==> src/rtl/sanity_pkg.sv <==
// Shared definitions for the DELQA sanity timer: state encoding, timeout-code
// decode and a width helper.
package sanity_pkg;

   typedef enum logic [1:0] {
      StIdle  = 2'd0,
      StArmed = 2'd1,
      StPulse = 2'd2,
      StHold  = 2'd3
   } state_e;

   localparam logic [6:0] CntCode0 = 7'd1;
   localparam logic [6:0] CntCode1 = 7'd4;
   localparam logic [6:0] CntCode2 = 7'd16;
   localparam logic [6:0] CntCode3 = 7'd64;

   function automatic int unsigned clog2(input int unsigned v);
      int unsigned r;
      int unsigned x;
      r = 0;
      if (v > 1) begin
         x = v - 1;
         while (x > 0) begin
            r = r + 1;
            x = x >> 1;
         end
      end
      return r;
   endfunction

   function automatic logic [6:0] sanity_count(input logic [1:0] code);
      logic [6:0] c;
      case (code)
         2'b00:   c = CntCode0;
         2'b01:   c = CntCode1;
         2'b10:   c = CntCode2;
         default: c = CntCode3;
      endcase
      return c;
   endfunction

endpackage

==> src/rtl/sanity_tick_gen.sv <==
// Quarter-second prescaler and minute divider; emits one-cycle qs/ms strobes
// while run_i is high, both dividers return to zero on clear_i.
module sanity_tick_gen
   import sanity_pkg::*;
#(
   parameter int unsigned QSEC_DIV = 625000,
   parameter int unsigned MIN_DIV  = 240
) (
   input  logic clock_i,
   input  logic rst_i,
   input  logic clear_i,
   input  logic run_i,
   output logic qs_o,
   output logic ms_o
);

   localparam int unsigned PW = (QSEC_DIV > 1) ? clog2(QSEC_DIV) : 1;
   localparam int unsigned MW = (MIN_DIV > 1) ? clog2(MIN_DIV) : 1;

   logic [PW-1:0] presc_q, presc_d;
   logic [MW-1:0] mins_q, mins_d;
   logic          presc_wrap, mins_wrap;

   assign presc_wrap = (presc_q == PW'(QSEC_DIV - 1));
   assign mins_wrap  = (mins_q == MW'(MIN_DIV - 1));

   // Clear wins over run so a reload never leaks a stale strobe.
   assign qs_o = run_i && !clear_i && presc_wrap;
   assign ms_o = qs_o && mins_wrap;

   always_comb begin
      presc_d = presc_q;
      mins_d  = mins_q;
      if (clear_i) begin
         presc_d = '0;
         mins_d  = '0;
      end else if (run_i) begin
         presc_d = presc_wrap ? '0 : presc_q + 1'b1;
         if (qs_o) begin
            mins_d = mins_wrap ? '0 : mins_q + 1'b1;
         end
      end
   end

   always_ff @(posedge clock_i or posedge rst_i) begin
      if (rst_i) begin
         presc_q <= '0;
         mins_q  <= '0;
      end else begin
         presc_q <= presc_d;
         mins_q  <= mins_d;
      end
   end

endmodule

==> src/rtl/sanity_ctrl.sv <==
// DELQA sanity timer controller: arms, re-arms on host kick, counts down in
// quarter-second or minute units and drives the BDCOK reset pulse.
module sanity_ctrl
   import sanity_pkg::*;
#(
   parameter int unsigned QSEC_DIV  = 625000,
   parameter int unsigned MIN_DIV   = 240,
   parameter int unsigned PULSE_LEN = 10000
) (
   input  logic       clock,
   input  logic       rst,
   input  logic [2:0] sanity,
   input  logic       ena,
   input  logic       kick,
   output logic       bdcok_n,
   output logic       armed,
   output logic       expired
);

   localparam int unsigned LW = (PULSE_LEN > 1) ? clog2(PULSE_LEN) : 1;

   state_e        state_q, state_d;
   logic [6:0]    cnt_q, cnt_d;
   logic          unit_q, unit_d;
   logic [LW-1:0] pcnt_q, pcnt_d;
   logic          bdcok_n_q, bdcok_n_d;
   logic          armed_q, armed_d;
   logic          expired_q, expired_d;

   logic tick_clr, tick_run, qs, ms, unit_stb;

   sanity_tick_gen #(
      .QSEC_DIV (QSEC_DIV),
      .MIN_DIV  (MIN_DIV)
   ) u_tick_gen (
      .clock_i (clock),
      .rst_i   (rst),
      .clear_i (tick_clr),
      .run_i   (tick_run),
      .qs_o    (qs),
      .ms_o    (ms)
   );

   assign tick_run = (state_q == StArmed);
   assign unit_stb = unit_q ? ms : qs;

   always_comb begin
      state_d   = state_q;
      cnt_d     = cnt_q;
      unit_d    = unit_q;
      pcnt_d    = pcnt_q;
      bdcok_n_d = bdcok_n_q;
      expired_d = expired_q;
      tick_clr  = 1'b0;

      case (state_q)
         StIdle: begin
            if (ena) begin
               state_d   = StArmed;
               cnt_d     = sanity_count(sanity[1:0]);
               unit_d    = sanity[2];
               tick_clr  = 1'b1;
               expired_d = 1'b0;
            end
         end
         StArmed: begin
            if (!ena) begin
               state_d = StIdle;
            end else if (kick) begin
               cnt_d    = sanity_count(sanity[1:0]);
               unit_d   = sanity[2];
               tick_clr = 1'b1;
            end else if (unit_stb && cnt_q != 7'd0) begin
               cnt_d = cnt_q - 7'd1;
               if (cnt_q == 7'd1) begin
                  state_d   = StPulse;
                  pcnt_d    = '0;
                  bdcok_n_d = 1'b0;
                  expired_d = 1'b1;
               end
            end
         end
         StPulse: begin
            // The pulse always runs to completion; ena only picks the exit.
            if (pcnt_q == LW'(PULSE_LEN - 1)) begin
               pcnt_d    = '0;
               bdcok_n_d = 1'b1;
               state_d   = ena ? StHold : StIdle;
            end else begin
               pcnt_d = pcnt_q + 1'b1;
            end
         end
         StHold: begin
            if (!ena) begin
               state_d = StIdle;
            end else if (kick) begin
               state_d   = StArmed;
               cnt_d     = sanity_count(sanity[1:0]);
               unit_d    = sanity[2];
               tick_clr  = 1'b1;
               expired_d = 1'b0;
            end
         end
         default: state_d = StIdle;
      endcase

      armed_d = (state_d == StArmed);
   end

   always_ff @(posedge clock or posedge rst) begin
      if (rst) begin
         state_q   <= StIdle;
         cnt_q     <= '0;
         unit_q    <= 1'b0;
         pcnt_q    <= '0;
         bdcok_n_q <= 1'b1;
         armed_q   <= 1'b0;
         expired_q <= 1'b0;
      end else begin
         state_q   <= state_d;
         cnt_q     <= cnt_d;
         unit_q    <= unit_d;
         pcnt_q    <= pcnt_d;
         bdcok_n_q <= bdcok_n_d;
         armed_q   <= armed_d;
         expired_q <= expired_d;
      end
   end

   assign bdcok_n = bdcok_n_q;
   assign armed   = armed_q;
   assign expired = expired_q;

endmodule

==> config.mk <==
export PLATFORM = sky130hd
export DESIGN_NAME = sanity_ctrl
export DESIGN_NICKNAME = d
export VERILOG_FILES = /design/src/rtl/sanity_pkg.sv /design/src/rtl/sanity_tick_gen.sv /design/src/rtl/sanity_ctrl.sv
export SDC_FILE = /design/constraint.sdc
export NUM_CORES = 1
export LEC_CHECK = 0
export CORE_ASPECT_RATIO = 0.5
export CORE_MARGIN = 2
export CORE_UTILIZATION = 64
export CTS_BUF_LIST = sky130_fd_sc_hd__clkbuf_16
export CTS_CLUSTER_DIAMETER = 100
export CTS_CLUSTER_SIZE = 40
export DETAILED_ROUTE_END_ITERATION = 10
export DONT_BUFFER_PORTS = 1
export MAX_ROUTING_LAYER = met4
export PLACE_DENSITY = 0.8
export SYNTH_ARGS = -nofsm -noshare
export SYNTH_HDL_FRONTEND = slang
export SYNTH_HIERARCHICAL = 1
export SYNTH_SLANG_ARGS = --single-unit
==> constraint.sdc <==
create_clock -name clock -period 3.3 [get_ports clock]
set_input_delay 0.66 -clock clock [delete_from_list [all_inputs] [get_ports clock]]
set_output_delay 0.66 -clock clock [all_outputs]
set_load 0.005 [all_outputs]
After elaboration in Yosys (flattened, before gate mapping):

Index checks and enable logic that the tools add are counted.

* input port bits: 7
* register bits: 55
* output and inout bits: 3

* add/sub/neg operators: 4
* equal/unequal tests: 21
* mux-type cells: 54
* reductions and logical operators: 20

Operators with widths (count)
* $mux 14: 5
* $mux 20: 3
* $mux 7: 6
* $pmux 7 s3: 2
* $mux 8: 4
* $pmux 14 s2: 1
* $add 20x1->20 const B: 1
* $eq 20x20->1 const B: 1
* $mux 1: 19
* $mux 2: 9
* $ne 2x2->1 const B: 8
* $add 14x1->14 const B: 1
* $eq 14x14->1 const B: 1
* $reduce_and 6->1: 2
* $add 8x1->8 const B: 1
* $eq 8x8->1 const B: 1
* $pmux 2 s4: 1
* $reduce_and 8->1: 1
* $reduce_bool 2->1: 4
* $eq 7x1->1 const B: 1
* $reduce_bool 7->1: 1
* $sub 7x1->7 const B: 1
* $eq 2x1->1 const B: 3
* $eq 2x2->1 const B: 3
* other kinds (12): 19

Longest topological paths before layout:

Gate-level depths: netlist of run 1.

* depth after elaboration: 14
* gate-level depth with buffers: 13
* depth with buffers taken out: 10

By module:

The synthesis of run 1 kept the hierarchy.

By module, submodules not included
* sanity_ctrl: cells an instance 171, seq. area each 676.9 um^2, area an instance 1676.6 um^2, times used 1
* sanity_tick_gen: cells an instance 192, seq. area each 700.7 um^2, area an instance 1645.3 um^2, times used 1

Least setup slack after synthesis of run 1:

Ideal clock, no wire load.

* path kind: in2reg
* start: input kick
* end: register cnt_q[4]
* setup slack: 425 ps
* cell stages on the path: 12
* data arrival time: 2748 ps
* path through: nand2b_1 nand3_1 buf_2 inv_1 nand2b_1 clkbuf_1 nor2_1 and2_1 mux2_2 o211ai_4 and2_4 o32a_2

* word-level cells in the longest chain between the ends: 11
* elaborated cells between the ends (all ways): 15
* those cells by class: eq/ne (2); mux (7); reduce/logical (6)

RTL lines
* start: declaration: line sanity_ctrl.sv:14 `input logic kick,`
* $mux 1: line sanity_ctrl.sv:69, sanity_ctrl.sv:96
* $mux 1: line sanity_ctrl.sv:67 `if (!ena) begin`
* $pmux 1 s2: line sanity_ctrl.sv:56 `case (state_q)`
* named net tick_clr: line sanity_ctrl.sv:30 `logic tick_clr, tick_run, qs, ms, unit_stb;`
* $logic_not 1->1: line sanity_tick_gen.sv:28 `assign qs_o = run_i && !clear_i && presc_wrap;`
* $logic_and 1x1->1 (2 in series): line sanity_tick_gen.sv:28
* named net qs: line sanity_ctrl.sv:30
* $logic_and 1x1->1: line sanity_tick_gen.sv:29 `assign ms_o = qs_o && mins_wrap;`
* named net ms: line sanity_ctrl.sv:30
* $mux 1: line sanity_ctrl.sv:45 `assign unit_stb = unit_q ? ms : qs;`
* $logic_and 1x1->1: line sanity_ctrl.sv:73 `end else if (unit_stb && cnt_q != 7'd0) begin`
* $ne 3x3->1 (no source line)
* $reduce_and 6->1 (no source line)
* end signal: assignment: line sanity_ctrl.sv:121 `cnt_q <= cnt_d;`
* end: declaration: line sanity_ctrl.sv:23 `logic [6:0] cnt_q, cnt_d;`

The timed path passes the listed nets, and every way through them passes these cells. The select of a mux whose other input is x is not followed.
A chain may end at the register's enable or synchronous reset.

Worst setup path after layout of run 1:

* start: register u_tick_gen.presc_q[10]
* end: register cnt_q[3]

* word-level cells in the longest chain between the ends: 7

RTL lines
* start: declaration: line sanity_tick_gen.sv:20 `logic [PW-1:0] presc_q, presc_d;`
* start signal: assignment: line sanity_tick_gen.sv:50 `presc_q <= presc_d;`
* $eq 20x20->1: line sanity_tick_gen.sv:24 `assign presc_wrap = (presc_q == PW'(QSEC_DIV - 1));`
* $logic_and 1x1->1: line sanity_tick_gen.sv:28
* named net qs: line sanity_ctrl.sv:30
* $logic_and 1x1->1: line sanity_tick_gen.sv:29
* named net ms: line sanity_ctrl.sv:30
* $mux 1: line sanity_ctrl.sv:45
* $logic_and 1x1->1: line sanity_ctrl.sv:73
* $ne 3x3->1 (no source line)
* $reduce_and 6->1 (no source line)

The timed path passes the listed nets, and every way through them passes these cells.

==> report_table.html, run 1 <==
<table>
<tr><th>Metric</th><th>Value</th></tr>
<tr><th colspan="2">Outcome</th></tr>
<tr><td>Outcome</td><td>complete, no violations</td></tr>
<tr><th colspan="2">Clocking</th></tr>
<tr><td>TritonCTS clock tree</td><td>done</td></tr>
<tr><td>Buffer type at the clock tree root</td><td>sky130_fd_sc_hd__clkbuf_16</td></tr>
<tr><td>Longest Clk Path Bufs</td><td>2</td></tr>
<tr><td>CTS Buf Count</td><td>5</td></tr>
<tr><td>Post-CTS clock slew at the launch and capture registers of the worst setup and hold paths</td><td>0.07 ns</td></tr>
<tr><td>Number of buffers added for setup after CTS</td><td>0</td></tr>
<tr><td>Hold Buf Count CTS</td><td>0</td></tr>
<tr><td>Clock latency on the worst-skew pair</td><td>about 0.3 ns</td></tr>
<tr><td>CTS resizes</td><td>0</td></tr>
<tr><td>Clock sink count</td><td>55</td></tr>
<tr><td>H-tree lvl count</td><td>2</td></tr>
<tr><th colspan="2">Power</th></tr>
<tr><td>Final Total Pwr</td><td>1.47 mW</td></tr>
<tr><td>Peak VDD IR</td><td>~250 µV</td></tr>
<tr><td>Static Leakage</td><td>about 1.5 nW</td></tr>
<tr><td>Power per Cell Area</td><td>412 nW/µm²</td></tr>
<tr><th colspan="2">Timing</th></tr>
<tr><td>Worst setup slack after layout</td><td>0.269 ns</td></tr>
<tr><td>RSZ-0062 raised after global routing</td><td>false</td></tr>
<tr><td>Worst Max-Slew Pin Slew</td><td>approximately 1.1 ns</td></tr>
<tr><td>Pins over their slew limit</td><td>0</td></tr>
<tr><td>Worst hold margin</td><td>0.484 ns</td></tr>
<tr><td>Worst clock skew on the final layout</td><td>0.00523 ns</td></tr>
<tr><td>Final critical-path required period</td><td>3.03 ns</td></tr>
<tr><td>Hold Violations, Final</td><td>0</td></tr>
<tr><td>Post-route setup TNS</td><td>0 ns</td></tr>
<tr><td>Finish-stage setup viols</td><td>0</td></tr>
<tr><td>Worst rel slew slack</td><td>0.281</td></tr>
<tr><td>Maximum clock rate</td><td>330 MHz</td></tr>
<tr><td>Post-route clock period utilization</td><td>0.919</td></tr>
<tr><th colspan="2">Logic synthesis</th></tr>
<tr><td>Yosys top cell area share</td><td>0.407</td></tr>
<tr><td>Fraction of synthesis flops using an asynchronous set or reset pin</td><td>1.00</td></tr>
<tr><td>Number of synthesized flops with an enable pin</td><td>0</td></tr>
<tr><td>Top FF cell, synth</td><td>sky130_fd_sc_hd__dfrtp_1</td></tr>
<tr><td>Number of library cell types mapped by synthesis</td><td>64</td></tr>
<tr><td>Yosys reg bits</td><td>between 50 and 60</td></tr>
<tr><td>Share of synthesized area occupied by flip-flops and latches</td><td>0.415</td></tr>
<tr><td>Number of warning messages in the yosys log</td><td>6</td></tr>
<tr><td>Syn_nets</td><td>around 380</td></tr>
<tr><td>Largest cells by area after synthesis</td><td>sky130_fd_sc_hd__dfrtp_1 (41%), sky130_fd_sc_hd__nand2_1 (4.4%), sky130_fd_sc_hd__nand3_1 (4.2%)</td></tr>
<tr><td>Post-synthesis cell area</td><td>about 3300 µm²</td></tr>
<tr><td>Gate count after technology mapping</td><td>363</td></tr>
<tr><td>Most area-hungry cell type in the Yosys netlist</td><td>sky130_fd_sc_hd__dfrtp_1</td></tr>
<tr><td>Post-synthesis area per instance</td><td>9.15 µm²</td></tr>
<tr><th colspan="2">Worst setup path</th></tr>
<tr><td>Element type at the critical path start</td><td>register</td></tr>
<tr><td>FF-to-FF End</td><td>cnt_q[3]$_DFFE_PP0P_</td></tr>
<tr><td>Crit path arrival time</td><td>between 3 and 4 ns</td></tr>
<tr><td>Largest delay contributor family on the critical path</td><td>simple AND/OR/NAND/NOR gates</td></tr>
<tr><td>Largest stage delay on the critical path</td><td>0.55 ns</td></tr>
<tr><td>Maximum fanout along the worst path</td><td>8</td></tr>
<tr><td>Required time at the worst-slack endpoint</td><td>3.52 ns</td></tr>
<tr><td>Reg-to-reg startpoint</td><td>u_tick_gen/presc_q[10]$_DFFE_PP0P_</td></tr>
<tr><td>Crit end category</td><td>register</td></tr>
<tr><td>Slowest cell on the critical path</td><td>sky130_fd_sc_hd__or4_4</td></tr>
<tr><td>Critical Path, Cell by Cell</td><td>or4_4 -&gt; nor4_4 -&gt; nand2_1 -&gt; nor2_1 -&gt; and2_1 -&gt; mux2_2 -&gt; o211ai_4 -&gt; a2111oi_2 -&gt; mux2i_1</td></tr>
<tr><td>Depth of the worst register-to-register path</td><td>9</td></tr>
<tr><td>Combined buffer and inverter count along the critical path</td><td>0</td></tr>
<tr><td>Crit Path Class</td><td>reg -&gt; reg</td></tr>
<tr><td>Worst-case register-to-register setup slack</td><td>0.27 ns</td></tr>
<tr><th colspan="2">Place</th></tr>
<tr><td>Post-place setup slack</td><td>0.336 ns</td></tr>
<tr><td>Weighted congestion at the end of routability-driven global placement</td><td>0.872</td></tr>
<tr><td>Number of I/O port buffers</td><td>0</td></tr>
<tr><td>HPWL after detailed placement</td><td>5.07 mm</td></tr>
<tr><th colspan="2">Routing</th></tr>
<tr><td>Routed wire length per instance</td><td>17.1 µm</td></tr>
<tr><td>Number of vias in the routed layout</td><td>2884</td></tr>
<tr><td>Number of DRC markers after the initial detailed-route iteration</td><td>134</td></tr>
<tr><td>Count of unresolved DRC violations after routing</td><td>0</td></tr>
<tr><td>Number of nets still failing antenna checks after routing</td><td>0</td></tr>
<tr><td>Final WL</td><td>7.45 mm</td></tr>
<tr><td>Number of iterations in the first detailed-routing pass</td><td>6</td></tr>
<tr><td>Via density</td><td>about 6.6</td></tr>
<tr><th colspan="2">Layout</th></tr>
<tr><td>Layout cells sized above 1</td><td>0.120</td></tr>
<tr><td>Commonest non-fill, non-tap cell in the layout</td><td>sky130_fd_sc_hd__dfrtp_1</td></tr>
<tr><td>Area added between synthesis and finish</td><td>7.68%</td></tr>
<tr><td>NumNets Final</td><td>378</td></tr>
<tr><td>Final antenna diode count</td><td>0</td></tr>
<tr><td>Leading cell types in the layout, fill and taps excluded</td><td>sky130_fd_sc_hd__dfrtp_1 (54), sky130_fd_sc_hd__nand2_1 (39), sky130_fd_sc_hd__nand3_1 (28)</td></tr>
<tr><th colspan="2">Min path</th></tr>
<tr><td>Class of the worst hold path</td><td>reg -&gt; reg</td></tr>
<tr><td>Hold EP</td><td>pcnt_q[13]$_DFFE_PP0P_</td></tr>
<tr><td>Worst Hold Depth</td><td>1</td></tr>
<tr><td>Hold Path Origin</td><td>pcnt_q[13]$_DFFE_PP0P_</td></tr>
<tr><th colspan="2">Die</th></tr>
<tr><td>Starting utilization of the core area</td><td>0.670</td></tr>
<tr><td>Standard-cell row count</td><td>18</td></tr>
<tr><td>Number of I/O pins</td><td>10</td></tr>
<tr><td>Horizontal die dimension</td><td>around 110 µm</td></tr>
<tr><td>Vertical extent of the die</td><td>54.9 µm</td></tr>
<tr><td>Floorplan die area</td><td>5820 µm²</td></tr>
<tr><td>Area of the core</td><td>4950 µm²</td></tr>
<tr><th colspan="2">Global route</th></tr>
<tr><td>Largest net degree at the start of global routing</td><td>29</td></tr>
<tr><td>First-pass GRT wire length</td><td>12.2 mm</td></tr>
<tr><td>GR Overflow Total</td><td>0</td></tr>
<tr><td>Total Routing Usage GR</td><td>0.279</td></tr>
<tr><td>Via count of the first global-routing pass</td><td>around 2700</td></tr>
<tr><td>Initial antenna violation count</td><td>0</td></tr>
<tr><th colspan="2">Run</th></tr>
<tr><td>Number of maximum-capacitance violations</td><td>0</td></tr>
</table>
[area by class of cell]
type	count	area, µm²
inverters	14	52.6
clock inverters	3	46.3
multi-input cells	280	1820
fillers	363	1380
repair buffers	9	67.6
well taps	70	87.6
clock buffers	5	125
flip-flops and latches	55	1380
[routing by layer]
metal | vias up | track usage | wire [µm]
met5 | - | - | 0
met4 | 0 | 0.125 | 85
met3 | 11 | 0.0492 | 371
met1 | 1428 | 0.331 | 3250
met2 | 94 | 0.491 | 3740
li1 | 1351 | - | -
[synthesized netlist by cell type, types with 5 or more instances]
cell,instances
sky130_fd_sc_hd__mux2i_1,5
sky130_fd_sc_hd__nand3_1,28
sky130_fd_sc_hd__and3_1,7
sky130_fd_sc_hd__mux2_2,5
sky130_fd_sc_hd__ha_1,6
sky130_fd_sc_hd__nor2b_1,6
sky130_fd_sc_hd__nor3b_1,5
sky130_fd_sc_hd__nor2_1,23
sky130_fd_sc_hd__clkbuf_1,8
sky130_fd_sc_hd__o21ai_0,10
sky130_fd_sc_hd__nand2b_1,9
sky130_fd_sc_hd__inv_1,14
sky130_fd_sc_hd__nand4_1,11
sky130_fd_sc_hd__a22o_1,7
sky130_fd_sc_hd__nand2_1,39
sky130_fd_sc_hd__dfrtp_1,54
sky130_fd_sc_hd__o211ai_1,5
sky130_fd_sc_hd__a31oi_1,10
sky130_fd_sc_hd__nor3_1,10
sky130_fd_sc_hd__or3_1,7
sky130_fd_sc_hd__a21oi_1,23
[through the flow]
step                utilization  area (µm²)  std cells
floorplan                     -        3320        363
global placement          0.687        3410        428
detailed placement        0.687        3410        428
CTS                       0.722        3580        436
global route              0.722        3580        436
finish                    0.722        3580        436
[state kept, by name, indices dropped and copies added (netlist names), 2 cells and up]
register,flops
u_tick_gen/mins_q,8
cnt_q,7
state_q,2
pcnt_q,14
u_tick_gen/presc_q,20
[worst max path at each step]
stage / from / end / slack, ns / cells past startpoint
floorplan: kick / cnt_q[4]$_DFFE_PP0P_ / 0.43 / 12
detailed placement: u_tick_gen/presc_q[9]$_DFFE_PP0P_ / cnt_q[3]$_DFFE_PP0P_ / 0.34 / 9
global placement: u_tick_gen/presc_q[9]$_DFFE_PP0P_ / cnt_q[3]$_DFFE_PP0P_ / 0.47 / 9
global route: u_tick_gen/presc_q[10]$_DFFE_PP0P_ / cnt_q[3]$_DFFE_PP0P_ / 0.07 / 9
CTS: u_tick_gen/presc_q[9]$_DFFE_PP0P_ / cnt_q[3]$_DFFE_PP0P_ / 0.27 / 9
finish: u_tick_gen/presc_q[10]$_DFFE_PP0P_ / cnt_q[3]$_DFFE_PP0P_ / 0.27 / 9
[cell families (layout without fill, tap and decap cells)]
family / Yosys count / after routing / synth area share
simple gates: 175 / 175 / 0.302
compound gates: 84 / 84 / 0.178
flops: 55 / 55 / 0.415
buf+inv: 28 / 31 / 0.0373
mux: 10 / 10 / 0.0320
fa+ha+maj: 6 / 6 / 0.0226
xor+xnor: 5 / 5 / 0.0132
[where the power goes]
| group | total [mW] | switching, mW | leakage (nW) | internal (mW) |
|---|---|---|---|---|
| clock network | 0.614 | 0.252 | 0.0804 | 0.361 |
| logic | 0.139 | 0.0841 | 0.731 | 0.0547 |
| registers | 0.721 | 0.0277 | 0.703 | 0.693 |
| total | 1.47 | 0.364 | 1.51 | 1.11 |
Power figures use the tool's default switching activity.
==> run 2: changes to the inputs <==
--- a/config.mk
+++ b/config.mk
@@ -6,15 +6,14 @@
 export NUM_CORES = 1
 export LEC_CHECK = 0
 export CORE_ASPECT_RATIO = 0.5
-export CORE_MARGIN = 2
-export CORE_UTILIZATION = 64
+export CORE_UTILIZATION = 55
 export CTS_BUF_LIST = sky130_fd_sc_hd__clkbuf_16
 export CTS_CLUSTER_DIAMETER = 100
 export CTS_CLUSTER_SIZE = 40
 export DETAILED_ROUTE_END_ITERATION = 10
 export DONT_BUFFER_PORTS = 1
 export MAX_ROUTING_LAYER = met4
-export PLACE_DENSITY = 0.8
+export PLACE_DENSITY = 0.7
 export SYNTH_ARGS = -nofsm -noshare
 export SYNTH_HDL_FRONTEND = slang
 export SYNTH_HIERARCHICAL = 1
==> run 2 against run 1 <==
  * Maximum frequency is 1.2% higher
  * Clock skew is 0.0022 ns lower
  * Critical path type unchanged
  * Largest cell class unchanged
  * Critical endpoint is now cnt_q[5]$_DFFE_PP0P_
  * Total power is 6.7% lower
==> report_table.html, run 2 (synthesis results as in run 1) <==
<table>
<tr><th>Metric</th><th>Value</th></tr>
<tr><th colspan="2">Routing</th></tr>
<tr><td>Number of iterations in the first detailed-routing pass</td><td>4 (was 6)</td></tr>
<tr><td>Via density</td><td>6.31 (was 6.61)</td></tr>
<tr><td>Count of unresolved DRC violations after routing</td><td>0 (unchanged)</td></tr>
<tr><td>Number of nets still failing antenna checks after routing</td><td>0 (unchanged)</td></tr>
<tr><td>Final WL</td><td>7.17 mm (was 7.45 mm)</td></tr>
<tr><td>Number of vias in the routed layout</td><td>2765 (was 2884)</td></tr>
<tr><td>Routed wire length per instance</td><td>16.4 µm (was 17.1 µm)</td></tr>
<tr><td>Number of DRC markers after the initial detailed-route iteration</td><td>172 (was 134)</td></tr>
<tr><th colspan="2">Die</th></tr>
<tr><td>Area of the core</td><td>5660 µm² (was 4950 µm²)</td></tr>
<tr><td>Standard-cell row count</td><td>19 (was 18)</td></tr>
<tr><td>Floorplan die area</td><td>6370 µm² (was 5820 µm²)</td></tr>
<tr><td>Starting utilization of the core area</td><td>0.587 (was 0.670)</td></tr>
<tr><td>Horizontal die dimension</td><td>112 µm (was 106 µm)</td></tr>
<tr><td>Vertical extent of the die</td><td>57.0 µm (was 54.9 µm)</td></tr>
<tr><td>Number of I/O pins</td><td>10 (unchanged)</td></tr>
<tr><th colspan="2">Power</th></tr>
<tr><td>Peak VDD IR</td><td>321 µV (was 249 µV)</td></tr>
<tr><td>Power per Cell Area</td><td>388 nW/µm² (was 412 nW/µm²)</td></tr>
<tr><td>Static Leakage</td><td>1.50 nW (was 1.51 nW)</td></tr>
<tr><th colspan="2">Worst setup path</th></tr>
<tr><td>Critical Path, Cell by Cell</td><td>or4_4 -&gt; nor4_4 -&gt; nand2_1 -&gt; nor2_1 -&gt; and2_1 -&gt; mux2_2 -&gt; o211ai_4 -&gt; a2111oi_2 -&gt; mux2i_1 (unchanged)</td></tr>
<tr><td>Combined buffer and inverter count along the critical path</td><td>0 (unchanged)</td></tr>
<tr><td>Launch point of the worst path</td><td>u_tick_gen/presc_q[10]$_DFFE_PP0P_ (unchanged)</td></tr>
<tr><td>Maximum fanout along the worst path</td><td>8 (unchanged)</td></tr>
<tr><td>Reg-to-reg startpoint</td><td>u_tick_gen/presc_q[10]$_DFFE_PP0P_ (unchanged)</td></tr>
<tr><td>Crit end category</td><td>register (unchanged)</td></tr>
<tr><td>Crit path arrival time</td><td>3.22 ns (was 3.25 ns)</td></tr>
<tr><td>Crit Path Class</td><td>reg -&gt; reg (unchanged)</td></tr>
<tr><td>Slowest cell on the critical path</td><td>sky130_fd_sc_hd__or4_4 (unchanged)</td></tr>
<tr><td>Largest stage delay on the critical path</td><td>0.54 ns (was 0.55 ns)</td></tr>
<tr><td>Largest delay contributor family on the critical path</td><td>simple AND/OR/NAND/NOR gates (unchanged)</td></tr>
<tr><td>Required time at the worst-slack endpoint</td><td>3.52 ns (about the same)</td></tr>
<tr><td>Element type at the critical path start</td><td>register (unchanged)</td></tr>
<tr><th colspan="2">Clocking</th></tr>
<tr><td>Number of buffers added for setup after CTS</td><td>0 (unchanged)</td></tr>
<tr><td>Buffer type at the clock tree root</td><td>sky130_fd_sc_hd__clkbuf_16 (unchanged)</td></tr>
<tr><td>Clock latency on the worst-skew pair</td><td>0.30 ns (about the same)</td></tr>
<tr><td>H-tree lvl count</td><td>2 (unchanged)</td></tr>
<tr><td>Post-CTS clock slew at the launch and capture registers of the worst setup and hold paths</td><td>0.07 ns (about the same)</td></tr>
<tr><td>Clock sink count</td><td>55 (unchanged)</td></tr>
<tr><td>Longest Clk Path Bufs</td><td>2 (unchanged)</td></tr>
<tr><td>CTS Buf Count</td><td>5 (unchanged)</td></tr>
<tr><td>Hold Buf Count CTS</td><td>0 (unchanged)</td></tr>
<tr><td>TritonCTS clock tree</td><td>done (unchanged)</td></tr>
<tr><td>CTS resizes</td><td>0 (unchanged)</td></tr>
<tr><th colspan="2">Timing</th></tr>
<tr><td>Worst clock skew on the final layout</td><td>0.00306 ns (was 0.00523 ns)</td></tr>
<tr><td>Finish-stage setup viols</td><td>0 (unchanged)</td></tr>
<tr><td>Worst Max-Slew Pin Slew</td><td>1.05 ns (was 1.08 ns)</td></tr>
<tr><td>RSZ-0062 raised after global routing</td><td>false (unchanged)</td></tr>
<tr><td>Pins over their slew limit</td><td>0 (unchanged)</td></tr>
<tr><td>Hold Violations, Final</td><td>0 (unchanged)</td></tr>
<tr><td>Final critical-path required period</td><td>3.00 ns (was 3.03 ns)</td></tr>
<tr><td>Worst rel slew slack</td><td>0.298 (was 0.281)</td></tr>
<tr><td>Post-route setup TNS</td><td>0 ns (unchanged)</td></tr>
<tr><td>Worst hold margin</td><td>0.476 ns (was 0.484 ns)</td></tr>
<tr><td>Post-route clock period utilization</td><td>0.908 (was 0.919)</td></tr>
<tr><td>Maximum clock rate</td><td>334 MHz (was 330 MHz)</td></tr>
<tr><th colspan="2">Run</th></tr>
<tr><td>Number of maximum-capacitance violations</td><td>0 (unchanged)</td></tr>
<tr><th colspan="2">Outcome</th></tr>
<tr><td>Outcome</td><td>complete, no violations (unchanged)</td></tr>
<tr><th colspan="2">Layout</th></tr>
<tr><td>Final antenna diode count</td><td>0 (unchanged)</td></tr>
<tr><td>Area added between synthesis and finish</td><td>6.55% (was 7.68%)</td></tr>
<tr><td>Register containing the most flip-flops in the final layout</td><td>u_tick_gen/presc_q (unchanged)</td></tr>
<tr><td>Final design instance area without fill</td><td>3540 µm² (was 3580 µm²)</td></tr>
<tr><td>Layout cells sized above 1</td><td>0.112 (was 0.120)</td></tr>
<tr><td>Number of flip-flops in the largest register</td><td>20 (unchanged)</td></tr>
<tr><td>Top Registers</td><td>u_tick_gen/presc_q (20), pcnt_q (14), u_tick_gen/mins_q (8) (unchanged)</td></tr>
<tr><td>Commonest non-fill, non-tap cell in the layout</td><td>sky130_fd_sc_hd__dfrtp_1 (unchanged)</td></tr>
<tr><td>NumNets Final</td><td>377 (was 378)</td></tr>
<tr><td>Leading cell types in the layout, fill and taps excluded</td><td>sky130_fd_sc_hd__dfrtp_1 (54), sky130_fd_sc_hd__nand2_1 (39), sky130_fd_sc_hd__nand3_1 (28) (unchanged)</td></tr>
<tr><td>Number of inserted filler cells in the final layout</td><td>506 (was 363)</td></tr>
<tr><th colspan="2">Min path</th></tr>
<tr><td>Class of the worst hold path</td><td>in -&gt; reg (was reg -&gt; reg)</td></tr>
<tr><td>Hold Path Origin</td><td>ena (was pcnt_q[13]$_DFFE_PP0P_)</td></tr>
<tr><th colspan="2">Global route</th></tr>
<tr><td>First-pass GRT wire length</td><td>12.5 mm (was 12.2 mm)</td></tr>
<tr><td>Total Routing Usage GR</td><td>0.259 (was 0.279)</td></tr>
<tr><td>Largest net degree at the start of global routing</td><td>29 (unchanged)</td></tr>
<tr><td>GR Overflow Total</td><td>0 (unchanged)</td></tr>
<tr><td>Initial antenna violation count</td><td>0 (unchanged)</td></tr>
<tr><td>Via count of the first global-routing pass</td><td>2651 (was 2693)</td></tr>
<tr><th colspan="2">Place</th></tr>
<tr><td>Placed inst area</td><td>3400 µm² (was 3410 µm²)</td></tr>
<tr><td>HPWL after detailed placement</td><td>5.03 mm (was 5.07 mm)</td></tr>
<tr><td>Number of I/O port buffers</td><td>0 (unchanged)</td></tr>
<tr><td>Weighted congestion at the end of routability-driven global placement</td><td>0.862 (was 0.872)</td></tr>
</table>
## run 2: cell types whose count changed in the layout (fill, tap and decap cells not counted)
cell                         change
sky130_fd_sc_hd__clkinv_2        +1
sky130_fd_sc_hd__clkinv_1        +1
sky130_fd_sc_hd__inv_6           -1
sky130_fd_sc_hd__buf_4           -1
sky130_fd_sc_hd__inv_1           +1
sky130_fd_sc_hd__bufinv_16       -1
sky130_fd_sc_hd__clkinvlp_4      -1
## run 2: through the flow
step | utilization | worst slack, ns | cells | power [mW]
floorplan | - | 0.425 | 363 | 0.831
global placement | 0.601 | 0.467 | 430 | 0.860
detailed placement | 0.601 | 0.304 | 430 | 0.867
CTS | 0.626 | 0.314 | 438 | 1.39
global route | 0.626 | 0.0377 | 438 | 1.43
finish | 0.626 | 0.303 | 438 | 1.38
## run 2: cell type report
| class | count | area (µm²) | share of cell area |
|---|---|---|---|
| repair buffers | 8 | 60.1 | 0.0170 |
| clock inverters | 3 | 12.5 | 0.00353 |
| multi-input cells | 280 | 1820 | 0.514 |
| flip-flops and latches | 55 | 1380 | 0.389 |
| well taps | 73 | 91.3 | 0.0258 |
| clock buffers | 5 | 125 | 0.0353 |
| inverters | 14 | 52.6 | 0.0148 |
## run 2: worst reg2reg max path, delay by kind of cell, from the launching register on
kind | cells | cell delay [ns]
AND/OR/NAND/NOR | 5 | 1.38
AO/OA/AOI/OAI | 2 | 0.63
multiplexers | 2 | 0.48
flip-flops | 1 | 0.44
## run 2: path summary, 6_finish.rpt
path	endpoint	slack, ns	cells after the start
worst max-delay path	cnt_q[5]$_DFFE_PP0P_	0.30	9
worst min-delay path	state_q[1]$_DFF_PP0_	0.48	1
worst max register to register	cnt_q[5]$_DFFE_PP0P_	0.30	9
worst min register to register	pcnt_q[13]$_DFFE_PP0P_	0.48	1
max in group asynchronous	u_tick_gen/presc_q[0]$_DFFE_PP0P_	2.16	1
min in group asynchronous	unit_q$_DFFE_PP0P_	0.50	1
## run 2: layer usage
metal | track usage | up-vias | part of all wire
met5 | - | - | 0
met4 | 0.0598 | 0 | 0.0077
met3 | 0.0765 | 7 | 0.052
met2 | 0.425 | 44 | 0.47
met1 | 0.319 | 1355 | 0.47
li1 | - | 1359 | -
## run 2: power breakdown
| group | internal, mW | leakage (nW) | switching [mW] | total, mW |
|---|---|---|---|---|
| sequential | 0.693 | 0.703 | 0.0273 | 0.721 |
| clock | 0.275 | 0.0724 | 0.246 | 0.522 |
| combinational | 0.0542 | 0.726 | 0.0786 | 0.133 |
| total | 1.02 | 1.50 | 0.352 | 1.38 |
